### src/rtl/hazard_ctrl.sv
// hazard_ctrl: pipeline stall, flush and forwarding control with memory-wait FSM and event counters
module hazard_ctrl (
    input  logic        clk,
    input  logic        rst,
    input  logic        en,
    input  logic [4:0]  id_rf_ra0,
    input  logic [4:0]  id_rf_ra1,
    input  logic [4:0]  ex_rf_ra0,
    input  logic [4:0]  ex_rf_ra1,
    input  logic [4:0]  ex_rf_wa,
    input  logic        ex_rf_we,
    input  logic [1:0]  ex_rf_wd_sel,
    input  logic [4:0]  mem_rf_wa,
    input  logic        mem_rf_we,
    input  logic [1:0]  mem_rf_wd_sel,
    input  logic [4:0]  wb_rf_wa,
    input  logic        wb_rf_we,
    input  logic        ex_br_taken,
    input  logic        mem_dmem_req,
    input  logic        dmem_ready,
    output logic        stall_pc,
    output logic        stall_if_id,
    output logic        stall_id_ex,
    output logic        stall_ex_mem,
    output logic        stall_mem_wb,
    output logic        flush_if_id,
    output logic        flush_id_ex,
    output logic        flush_ex_mem,
    output logic [1:0]  fwd0_sel,
    output logic [1:0]  fwd1_sel,
    output logic [31:0] stall_cnt,
    output logic [31:0] flush_cnt
);
    localparam logic [0:0] IDLE  = 1'b0;
    localparam logic [0:0] MWAIT = 1'b1;
    localparam logic [1:0] WD_DMEM = 2'b10;
    localparam logic [1:0] FWD_RF  = 2'b00;
    localparam logic [1:0] FWD_MEM = 2'b01;
    localparam logic [1:0] FWD_WB  = 2'b10;

    logic [0:0] state;
    logic [0:0] state_nx;
    logic       mem_stall;
    logic       load_use;
    logic       lu_stall;
    logic       br_flush;

    // memory-wait FSM: leave IDLE on an unanswered request, return once the memory answers
    always_comb begin
        mem_stall = (state == IDLE) ? (mem_dmem_req & ~dmem_ready) : ~dmem_ready;
        state_nx  = (state == IDLE) ? ((mem_dmem_req & ~dmem_ready) ? MWAIT : IDLE)
                                    : (dmem_ready ? IDLE : MWAIT);
    end

    // FSM state register; runs regardless of en so a memory wait is never lost
    always_ff @(posedge clk or posedge rst) begin
        if (rst) state <= IDLE;
        else     state <= state_nx;
    end

    // hazard detection; a taken branch kills the dependent ID instruction, so it wins over load-use
    always_comb begin
        load_use = ex_rf_we & (ex_rf_wd_sel == WD_DMEM) & (ex_rf_wa != 5'd0) &
                   ((ex_rf_wa == id_rf_ra0) | (ex_rf_wa == id_rf_ra1));
        lu_stall = ~rst & ~mem_stall & load_use & ~ex_br_taken;
        br_flush = ~rst & ~mem_stall & ex_br_taken;
    end

    // stall/flush outputs; a memory wait freezes everything and defers any branch flush
    always_comb begin
        stall_pc     = (~rst & mem_stall) | lu_stall;
        stall_if_id  = (~rst & mem_stall) | lu_stall;
        stall_id_ex  = ~rst & mem_stall;
        stall_ex_mem = ~rst & mem_stall;
        stall_mem_wb = ~rst & mem_stall;
        flush_if_id  = br_flush;
        flush_id_ex  = br_flush | lu_stall;
        flush_ex_mem = 1'b0;
    end

    // operand forwarding: MEM (non-load) before WB, never for x0
    always_comb begin
        fwd0_sel = rst ? FWD_RF :
                   (mem_rf_we & (mem_rf_wa != 5'd0) & (mem_rf_wa == ex_rf_ra0) & (mem_rf_wd_sel != WD_DMEM)) ? FWD_MEM :
                   (wb_rf_we & (wb_rf_wa != 5'd0) & (wb_rf_wa == ex_rf_ra0)) ? FWD_WB : FWD_RF;
        fwd1_sel = rst ? FWD_RF :
                   (mem_rf_we & (mem_rf_wa != 5'd0) & (mem_rf_wa == ex_rf_ra1) & (mem_rf_wd_sel != WD_DMEM)) ? FWD_MEM :
                   (wb_rf_we & (wb_rf_wa != 5'd0) & (wb_rf_wa == ex_rf_ra1)) ? FWD_WB : FWD_RF;
    end

    // event counters, gated by en and wrapping naturally at 2^32
    always_ff @(posedge clk or posedge rst) begin
        if (rst) begin
            stall_cnt <= 32'd0;
            flush_cnt <= 32'd0;
        end else begin
            stall_cnt <= stall_cnt + {31'd0, en & stall_pc};
            flush_cnt <= flush_cnt + {31'd0, en & (flush_if_id | flush_id_ex)};
        end
    end
endmodule

### config.mk
export PLATFORM = sky130hd
export DESIGN_NAME = hazard_ctrl
export DESIGN_NICKNAME = d
export VERILOG_FILES = /design/src/rtl/hazard_ctrl.sv
export SDC_FILE = /design/constraint.sdc
export NUM_CORES = 1
export LEC_CHECK = 0
export CAP_MARGIN = 40
export CORE_MARGIN = 3
export CORE_UTILIZATION = 41
export DETAILED_ROUTE_END_ITERATION = 8
export PLACE_DENSITY_LB_ADDON = 0.15
export SLEW_MARGIN = 20
export SYNTH_ARGS = -nofsm -noshare
export SYNTH_HDL_FRONTEND = slang
export SYNTH_SLANG_ARGS = --single-unit
### constraint.sdc
create_clock -name clk -period 2.4 [get_ports clk]
set_input_delay 0.24 -clock clk [delete_from_list [all_inputs] [get_ports clk]]
set_output_delay 0.24 -clock clk [all_outputs]
set_load 0.02 [all_outputs]
==> results.sh, run 1 <==
export IMPL_drt_iter0_drc=90
export IMPL_drcViolationCount=0
export IMPL_syn_area_per_cell_um2=10.96
export IMPL_globalRoute_totalOverflow=0
export IMPL_path_clk_slew_ns=0.08
export IMPL_dr_total_vias=2967
export IMPL_dieHeight_um=97.16
export IMPL_arrival_ns=2.52
export IMPL_slew_violations=0
export IMPL_r2r_end="flush_cnt[16]"
export IMPL_fin_util_pct=69.48
export IMPL_start_util_pct=43.19
export IMPL_final_nets=533
export IMPL_p_leak_nw=2.358
export IMPL_die_area_mm2=0.009440
export IMPL_path_class="input port to register"
export IMPL_synth_cell_type_count=35
export IMPL_num_fill_cells=581
export IMPL_final_area_mm2=0.005480
export IMPL_cts_buffers=9
export IMPL_rows=32
export IMPL_wl_per_cell_um=14.90
export IMPL_place_gp_congestion=0.8118
export IMPL_ant_nets=0
export IMPL_finalNonFillerCells=588
export IMPL_maxCapViolations=0
export IMPL_regToRegSetupSlack_ns=0.16
export IMPL_routed_wl_um=8761
export IMPL_crit_path_end_kind="register"
export IMPL_h_tree_depth=3
export IMPL_rr_worst_depth=12
export IMPL_worst_pin_slew_ns=0.6602
export IMPL_grt_pass1_vias=2922
export IMPL_critPathRequiredTime_ns=2.63
export IMPL_slew_headroom_pct=55.99
export IMPL_peakVddDrop_mv=0.3761
export IMPL_hp_class="register to register"
export IMPL_holdWs_ns=0.4679
export IMPL_r2r_start="state"
export IMPL_synth_flop_cell="dfrtp_1"
export IMPL_die_w_um=97.16
export IMPL_core_mm2=0.007888
export IMPL_clockRootBuffer="clkbuf_8"
export IMPL_dp_hpwl_um=6615
export IMPL_synth_enable_flop_cells=0
export IMPL_antenna_cells=0
export IMPL_final_setup_worst_slack_ns=0.1119
export IMPL_synth_nets=363
export IMPL_setup_violations=0
export IMPL_cts_tree="done"
export IMPL_drt_pass1_iter_count=4
export IMPL_critPathLaunchType="input port"
export IMPL_dpl_cell_area_mm2=0.005049
export IMPL_io_pins=124
export IMPL_path_max_fanout=4
export IMPL_hold_depth=1
export IMPL_fmaxAchievable_mhz=437.0
export IMPL_min_to="flush_cnt[31]"
export IMPL_areaGrowthSynthToFinish_pct=60.85
export IMPL_hold_viol=0
export IMPL_period_share_pct=95.34
export IMPL_worstHoldStart="flush_cnt[31]"
export IMPL_finalClockSkew_ns=0.01230
export IMPL_pre_cts_slack_ns=-0.4584
export IMPL_rsz0062_at_grt="yes"
export IMPL_portBuffers=122
export IMPL_synth_cells=311
export IMPL_viasPerCell=5.046
export IMPL_grt_antenna_before_repair=0
export IMPL_p_per_area_mw_per_mm2=519.7
export IMPL_drive_gt1_share_pct=21.40
export IMPL_ys_warn_count=0
export IMPL_ys_ff_latch=65
export IMPL_grt_max_degree=54
export IMPL_outcome="finished clean"
export IMPL_insertion_delay_ns=0.34
export IMPL_grt_pass1_wl_um=14320
export IMPL_clk_path_buf_depth=2
export IMPL_grt_total_usage_pct=18.40
export IMPL_post_place_cells=564
export IMPL_period_minus_slack_ns=2.288
export IMPL_ys_async_sr_fraction_pct=100.0
export IMPL_synth_seq_area_share_pct=47.74
export IMPL_holdBufCountCts=0
export IMPL_syn_area_mm2=0.003407
export IMPL_numClockSinks=65
## report_power, final
| group | switching, mW | leakage (nW) | internal [mW] |
|---|---|---|---|
| Sequential | 0.0957 | 0.889 | 1.16 |
| Combinational | 0.248 | 1.36 | 0.292 |
| Clock | 0.438 | 0.113 | 0.617 |
## repair_timing
action / CTS / global route
resized for setup: 19 / 33
pin swaps: 0 / 11
cloned: 0 / 3
endpoints found under the setup margin: 24 / 54
buffers inserted: 0 / 5
## worst max-delay path, stage by stage
cell and delay [ns]:
clkdlybuf4s50_1 0.47, nor4bb_4 0.38, o2111ai_4 0.18, buf_4 0.17, o2bb2ai_4 0.13, ha_4 0.17
ha_4 0.12, and4_4 0.20, and3_4 0.21, nand4_1 0.11, xnor2_1 0.13
## routing by layer
metal,part of all wire [%],global-route usage [%]
met1,41,21.83
met2,53,32.54
met3,5.3,5.887
met4,0.48,3.996
met5,0,0
## layout by cell type, fill, tap and decap left out, types with 3 or more instances in the layout
cell | synthesis | final
and2_1 | 4 | 3
and3_1 | 11 | 9
and4_1 | 11 | 9
buf_4 | 5 | 44
clkbuf_8 | 0 | 10
clkdlybuf4s50_1 | 0 | 112
dfrtp_1 | 65 | 65
dlygate4sd2_1 | 0 | 4
dlymetal6s2s_1 | 0 | 3
ha_4 | 0 | 4
inv_1 | 4 | 3
nand2_1 | 20 | 17
nand3_1 | 24 | 16
nand3_2 | 0 | 8
nand4_1 | 18 | 18
nand4b_1 | 4 | 4
nor2_1 | 16 | 13
nor3_1 | 4 | 4
nor4_4 | 3 | 3
or4_1 | 5 | 4
xnor2_1 | 58 | 58
xor2_1 | 32 | 32
## cell families after synthesis
kind of cell | count (synthesis) | synth area share [%]
compound gates | 10 | 2.203
xor+xnor | 90 | 23.14
fa+ha+maj | 4 | 1.469
buf+inv | 14 | 2.203
flops | 65 | 47.74
other cells | 1 | 0.1101
simple gates | 127 | 23.14
## final cells by class
cell class                 instances  area (um2)  area share [%]
clock buffer                      10       137.6           2.511
clock inverter                     6       90.09           1.644
inverter                           4       18.77          0.3425
multi-input combinational        233        1918           35.00
sequential                        65        1627           29.68
tap                              102       127.6           2.329
timing repair buffer             168        1562           28.49
## per-stage QoR
stage | setup TNS, ns | total power, mW
floorplan | -9.158 | 1.448
global placement | -16.48 | 1.769
detailed placement | -20.21 | 1.777
CTS | 0 | 2.840
global route | -0.05450 | 2.989
finish | 0 | 2.848
## registers in the layout, summed over array words and instances (netlist names)
| register | count |
|---|---|
| stall_cnt | 32 |
| state | 1 |
| flush_cnt | 32 |
## cell usage after synthesis, drive strengths merged, types with 5 or more instances
cell / count / area, um2
xor2: 32 / 280.3
nand4: 20 / 146.4
xnor2: 58 / 508.0
nand3: 24 / 120.1
buf: 8 / 52.55
or4: 5 / 37.54
and4: 12 / 106.4
and3: 11 / 68.82
nor2: 16 / 60.06
dfrtp: 65 / 1627
nand2: 20 / 75.07
## worst max-delay path by stage
stage                                to         from
after detailed placement  stall_cnt[30]  ex_br_taken
after CTS                 stall_cnt[10]  ex_rf_wa[2]
after global placement    stall_cnt[10]  ex_rf_wa[1]
final                     flush_cnt[16]  ex_br_taken
after floorplan           flush_cnt[16]          rst
after global routing      flush_cnt[16]        state
(Power assumes the default switching activity.)
==> inputs of run 2 (changes only) <==
Settings changed: CORE_MARGIN 3 to 2, SLEW_MARGIN 20 to 0.
==> run 2 against run 1 <==
Compared with the run above:
- clock power down 10%
- highest routed layer unchanged
- global-route usage up 0.76 points
- sequential power about the same
- combinational power down 1%
- critical endpoint unchanged
- non-clock buffer count down 3
- final cell count down 0.17%
==> results.sh, run 2 (synthesized netlist as in run 1, its figures left out) <==
export IMPL_cp_slowest_cell="or4_4"
export IMPL_critPathBufInv=2
export IMPL_core_mm2=0.008134
export IMPL_antenna_cells=0
export IMPL_dieHeight_um=95.16
export IMPL_finalNonFillerCells=587
export IMPL_drive_gt1_share_pct=18.88
export IMPL_path_max_fanout=4
export IMPL_fin_util_pct=65.91
export IMPL_r2r_end="flush_cnt[16]"
export IMPL_routed_wl_um=8350
export IMPL_critPathRequiredTime_ns=2.66
export IMPL_slew_headroom_pct=51.12
export IMPL_peakVddDrop_mv=0.3760
export IMPL_grt_max_degree=58
export IMPL_final_area_mm2=0.005361
export IMPL_final_nets=529
export IMPL_grt_antenna_before_repair=0
export IMPL_final_cell_mix="clkdlybuf4s50_1 (113), dfrtp_1 (65), xnor2_1 (58), buf_4 (40), xor2_1 (32)"
export IMPL_slew_violations=0
export IMPL_place_gp_congestion=0.7789
export IMPL_numClockSinks=65
export IMPL_grt_pass1_wl_um=13590
export IMPL_cts_tree="done"
export IMPL_wl_per_cell_um=14.22
export IMPL_path_class="input port to register"
export IMPL_crit_family="simple AND/OR/NAND/NOR gates"
export IMPL_clockRootBuffer="clkbuf_8"
export IMPL_grt_pass1_vias=2893
export IMPL_die_w_um=95.16
export IMPL_setup_violations=0
export IMPL_io_pins=124
export IMPL_hp_class="input port to asynchronous set/reset pin"
export IMPL_max_stage_delay_ns=0.57
export IMPL_regToRegSetupSlack_ns=0.08
export IMPL_rr_worst_depth=12
export IMPL_path_clk_slew_ns=0.08
export IMPL_h_tree_depth=3
export IMPL_die_area_mm2=0.009055
export IMPL_seqPwrFrac_pct=45.8
export IMPL_p_leak_nw=2.305
export IMPL_r2r_start="state"
export IMPL_clk_path_buf_depth=2
export IMPL_crit_path_end_kind="register"
export IMPL_internal_power_mw=1.957
export IMPL_finalClockSkew_ns=0.01432
export IMPL_rsz0062_at_grt="yes"
export IMPL_maxCapViolations=0
export IMPL_num_fill_cells=685
export IMPL_rows=33
export IMPL_ant_nets=0
export IMPL_dp_hpwl_um=6284
export IMPL_crit_top_cell="ha_4"
export IMPL_multi_input_area_mm2=0.001847
export IMPL_critPathLaunchType="input port"
export IMPL_regArea_mm2=0.001627
export IMPL_final_common_cell="clkdlybuf4s50_1"
export IMPL_hold_viol=0
export IMPL_outcome="finished clean"
export IMPL_insertion_delay_ns=0.33
export IMPL_clockPowerShare_pct=34.7
export IMPL_combPwrFrac_pct=19.5
export IMPL_crit_chain="clkdlybuf4s50_1 -> or4_4 -> o2111ai_2 -> buf_4 -> o2bb2ai_4 -> ha_4 -> ha_4 -> and4_4 -> and3_4 -> nand4_1 -> xnor2_1"
export IMPL_holdWs_ns=0.4334
export IMPL_dpl_cell_area_mm2=0.005052
export IMPL_post_place_cells=567
export IMPL_drcViolationCount=0
export IMPL_p_sw_share_pct=28.23
export IMPL_worst_pin_slew_ns=0.7332
export IMPL_start_util_pct=41.89
export IMPL_drt_iter0_drc=63
export IMPL_cts_buffers=9
export IMPL_globalRoute_totalOverflow=0
export IMPL_viasPerCell=4.988
export IMPL_grt_total_usage_pct=19.16
export IMPL_p_switching_mw=0.7695
export IMPL_areaGrowthSynthToFinish_pct=57.36
export IMPL_p_per_area_mw_per_mm2=508.5
export IMPL_fmaxAchievable_mhz=425.5
export IMPL_dr_total_vias=2928
export IMPL_reg_largest_list="flush_cnt: 32 flops, stall_cnt: 32 flops, state: 1 flops"
export IMPL_period_share_pct=97.92
export IMPL_drt_pass1_iter_count=4
export IMPL_arrival_ns=2.61
export IMPL_portBuffers=122
export IMPL_period_minus_slack_ns=2.350
-- run 2: cell type report --
class	count	share of cell area [%]
Multi-Input combinational cell	232	34.45
Sequential cell	65	30.34
Timing Repair Buffer	165	28.61
Clock buffer	10	2.567
Tap cell	105	2.450
Clock inverter	6	1.237
Inverter	4	0.3501
-- run 2: how the worst max path moves through the flow --
stage	start	to	slack, ns	cells past startpoint
4_1_cts	state	stall_cnt[30]	0.0007	12
2_1_floorplan	rst	flush_cnt[16]	-0.50	10
6_report	ex_rf_wa[1]	flush_cnt[16]	0.05	11
3_3_place_gp	ex_rf_wa[1]	stall_cnt[10]	-0.41	10
3_5_place_dp	ex_rf_we	stall_cnt[30]	-0.50	11
5_1_grt	state	flush_cnt[16]	-0.05	12
-- run 2: through the flow --
stage	setup TNS [ns]	total power, mW	setup WS, ns
after floorplan	-9.158	1.448	-0.4954
after global routing	-0.1431	2.860	-0.04999
after global placement	-16.65	1.769	-0.4084
after detailed placement	-19.17	1.776	-0.4958
after CTS	0	2.733	0.0006777
final	0	2.726	0.04981
-- run 2: power groups by stage --
stage | Clock [mW] | Sequential [mW] | Combinational, mW
2_1_floorplan | 0 | 1.32 | 0.128
3_3_place_gp | 0 | 1.25 | 0.516
5_1_grt | 1.02 | 1.26 | 0.574
3_5_place_dp | 0 | 1.25 | 0.523
6_report | 0.945 | 1.25 | 0.532
4_1_cts | 0.971 | 1.24 | 0.525
-- run 2: per-layer routing --
metal	vias to the layer above	GRT usage, %	wire [um]
li1	1428	-	-
met3	11	5.217	423
met1	1411	24.31	3625
met2	78	31.57	4173
met4	0	6.522	126
met5	-	0	0
-- run 2: worst min-delay path: stages --
cell and delay [ns]:
clkdlybuf4s50_1 0.43, buf_4 0.17, clkinvlp_4 0.10, buf_4 0.17
-- run 2: what timing repair did --
| item | 4_1_cts | 5_1_grt |
|---|---|---|
| buffers inserted | 0 | 2 |
| setup endpoints to repair | 19 | 44 |
| hold buffers | 0 | 0 |
| gates cloned | 0 | 2 |
| gates resized for setup | 20 | 17 |
| pin swaps | 0 | 4 |
==> inputs of run 3 (changes only) <==
--- a/config.mk
+++ b/config.mk
@@ -9,3 +9,3 @@
 export CORE_MARGIN = 2
-export CORE_UTILIZATION = 41
+export CORE_UTILIZATION = 48
 export DETAILED_ROUTE_END_ITERATION = 8
==> constraint.sdc (replaced) <==
create_clock -name clk -period 2.8 [get_ports clk]
set_input_delay 0.28 -clock clk [delete_from_list [all_inputs] [get_ports clk]]
set_output_delay 0.28 -clock clk [all_outputs]
set_load 0.05 [all_outputs]
==> run 3 against run 2 <==
Compared with the run above:
- register-to-register slack better by 0.37 ns
- worst hold slack improved by 0.039 ns
- combinational power grew 3%
- critical path type unchanged
- first-iteration DRC count up 30%
- largest cell class unchanged
- sequential cell count unchanged
- die area down 14%
- final area down 5.8%
==> results.sh, run 3 (synthesized netlist as in run 1, its figures left out) <==
export IMPL_p_per_area_mw_per_mm2=478.7
export IMPL_clk_path_buf_depth=2
export IMPL_worst_pin_slew_ns=0.8061
export IMPL_critPathRequiredTime_ns=3.02
export IMPL_die_w_um=88.25
export IMPL_rsz0062_at_grt="no"
export IMPL_areaGrowthSynthToFinish_pct=48.22
export IMPL_insertion_delay_ns=0.33
export IMPL_drive_gt1_share_pct=11.97
export IMPL_die_area_mm2=0.007788
export IMPL_period_share_pct=88.71
export IMPL_dieHeight_um=88.25
export IMPL_final_cell_mix="clkdlybuf4s50_1 (114), dfrtp_1 (65), xnor2_1 (58), xor2_1 (32), nand3_1 (20)"
export IMPL_path_class="input port to register"
export IMPL_reg_largest_list="flush_cnt: 32 flops, stall_cnt: 32 flops, state: 1 flops"
export IMPL_crit_top_cell="ha_1"
export IMPL_grt_pass1_vias=2857
export IMPL_wl_per_cell_um=14.78
export IMPL_start_util_pct=49.87
export IMPL_dp_hpwl_um=6230
export IMPL_grt_antenna_before_repair=0
export IMPL_drt_pass1_iter_count=4
export IMPL_final_nets=498
export IMPL_dr_total_vias=2798
export IMPL_numClockSinks=65
export IMPL_critPathBufInv=2
export IMPL_grt_total_usage_pct=21.36
export IMPL_fin_util_pct=73.92
export IMPL_place_gp_congestion=0.8386
export IMPL_critPathLaunchType="input port"
export IMPL_setup_violations=0
export IMPL_crit_path_end_kind="register"
export IMPL_clockRootBuffer="clkbuf_8"
export IMPL_drt_iter0_drc=82
export IMPL_routed_wl_um=8087
export IMPL_holdBufCountCts=0
export IMPL_cts_tree="done"
export IMPL_max_stage_delay_ns=0.44
export IMPL_final_common_cell="clkdlybuf4s50_1"
export IMPL_cts_setup_buffers=0
export IMPL_maxCapViolations=0
export IMPL_ant_nets=0
export IMPL_path_max_fanout=10
export IMPL_cts_buffers=9
export IMPL_core_mm2=0.006832
export IMPL_hp_class="register to register"
export IMPL_ctsResizeCount=0
export IMPL_portBuffers=122
export IMPL_peakVddDrop_mv=0.3752
export IMPL_cp_slowest_cell="clkdlybuf4s50_1"
export IMPL_rows=30
export IMPL_h_tree_depth=3
export IMPL_antenna_cells=0
export IMPL_period_minus_slack_ns=2.484
export IMPL_drcViolationCount=0
export IMPL_hold_viol=0
export IMPL_io_pins=124
export IMPL_slew_violations=0
export IMPL_path_clk_slew_ns=0.07
export IMPL_fin_setup_tns_ns=0
export IMPL_final_area_mm2=0.005050
export IMPL_finalClockSkew_ns=0.007941
export IMPL_dpl_cell_area_mm2=0.004843
export IMPL_p_leak_nw=2.117
export IMPL_arrival_ns=2.70
export IMPL_outcome="finished clean"
export IMPL_grt_pass1_wl_um=13140
export IMPL_viasPerCell=5.115
export IMPL_slew_headroom_pct=46.26
export IMPL_fmaxAchievable_mhz=402.6
export IMPL_globalRoute_totalOverflow=0
export IMPL_grt_max_degree=66
export IMPL_crit_chain="clkdlybuf4s50_1 -> nor4bb_1 -> o2111ai_1 -> o21ai_0 -> ha_1 -> ha_1 -> nand2_1 -> nor4_4 -> buf_4 -> nand4_1 -> xnor2_1"
export IMPL_crit_family="simple AND/OR/NAND/NOR gates"
## run 3: changes by cell type in the layout (fill, tap and decap cells not counted), sizes merged
cell,previous run,this run
buf,45,20
dlygate4sd2,4,0
clkinvlp,4,2
dlymetal6s2s,2,0
clkbuf,11,12
clkdlybuf4s50,113,114
clkinv,1,2
inv,4,3
## run 3: path summary, 6_finish.rpt
path / startpoint / to / slack [ns] / cells past startpoint
setup reg to reg: state / stall_cnt[28] / 0.45 / 12
setup / recovery: ex_br_taken / stall_cnt[28] / 0.32 / 11
max in group asynchronous: rst / flush_cnt[3] / 1.53 / 4
min in group asynchronous: rst / stall_cnt[0] / 0.76 / 4
hold / removal: flush_cnt[31] / flush_cnt[31] / 0.47 / 1
hold reg to reg: flush_cnt[31] / flush_cnt[31] / 0.47 / 1
## run 3: where the power goes
part	internal (mW)	switching [mW]	total, mW
Combinational	0.214	0.336	0.550
Sequential	0.993	0.0636	1.06
Clock	0.460	0.350	0.810
## run 3: area by class of cell
| class | instances | area (um2) |
|---|---|---|
| well taps | 96 | 120.1 |
| repair buffers | 134 | 1316 |
| fillers | 520 | 1782 |
| clock inverters | 4 | 51.30 |
| flip-flops and latches | 65 | 1627 |
| clock buffers | 12 | 155.1 |
| inverters | 4 | 18.77 |
| multi-input cells | 232 | 1762 |
## run 3: per-layer routing
metal	global-route usage, %	wire length, um	vias up	part of all wire, %
li1	-	-	1364	-
met1	26.52	3519	1342	44
met2	36.36	4065	82	50
met3	5.037	393	10	4.9
met4	7.851	109	0	1.3
met5	0	0	-	0
## run 3: worst register-to-register path, stage by stage (launching register included)
cell       delay [ns]
dfrtp_1          0.36
o21bai_1         0.16
inv_1            0.07
nor2_1           0.13
o2111ai_1        0.15
o21ai_0          0.20
ha_1             0.20
ha_1             0.17
nand2_1          0.12
nor4_4           0.16
buf_4            0.22
nand4_1          0.14
xnor2_1          0.16
## run 3: through the flow
stage          std cells  setup slack, ns  power, mW  hold WS (ns)
3_3_place_gp         531         -0.01086      1.621        0.4596
6_report             547           0.3162      2.417        0.4726
2_1_floorplan        311          -0.2105      1.379        0.4262
4_1_cts              547           0.2952      2.441        0.4803
3_5_place_dp         531         -0.05553      1.630        0.4712
5_1_grt              547           0.1002      2.525        0.5031
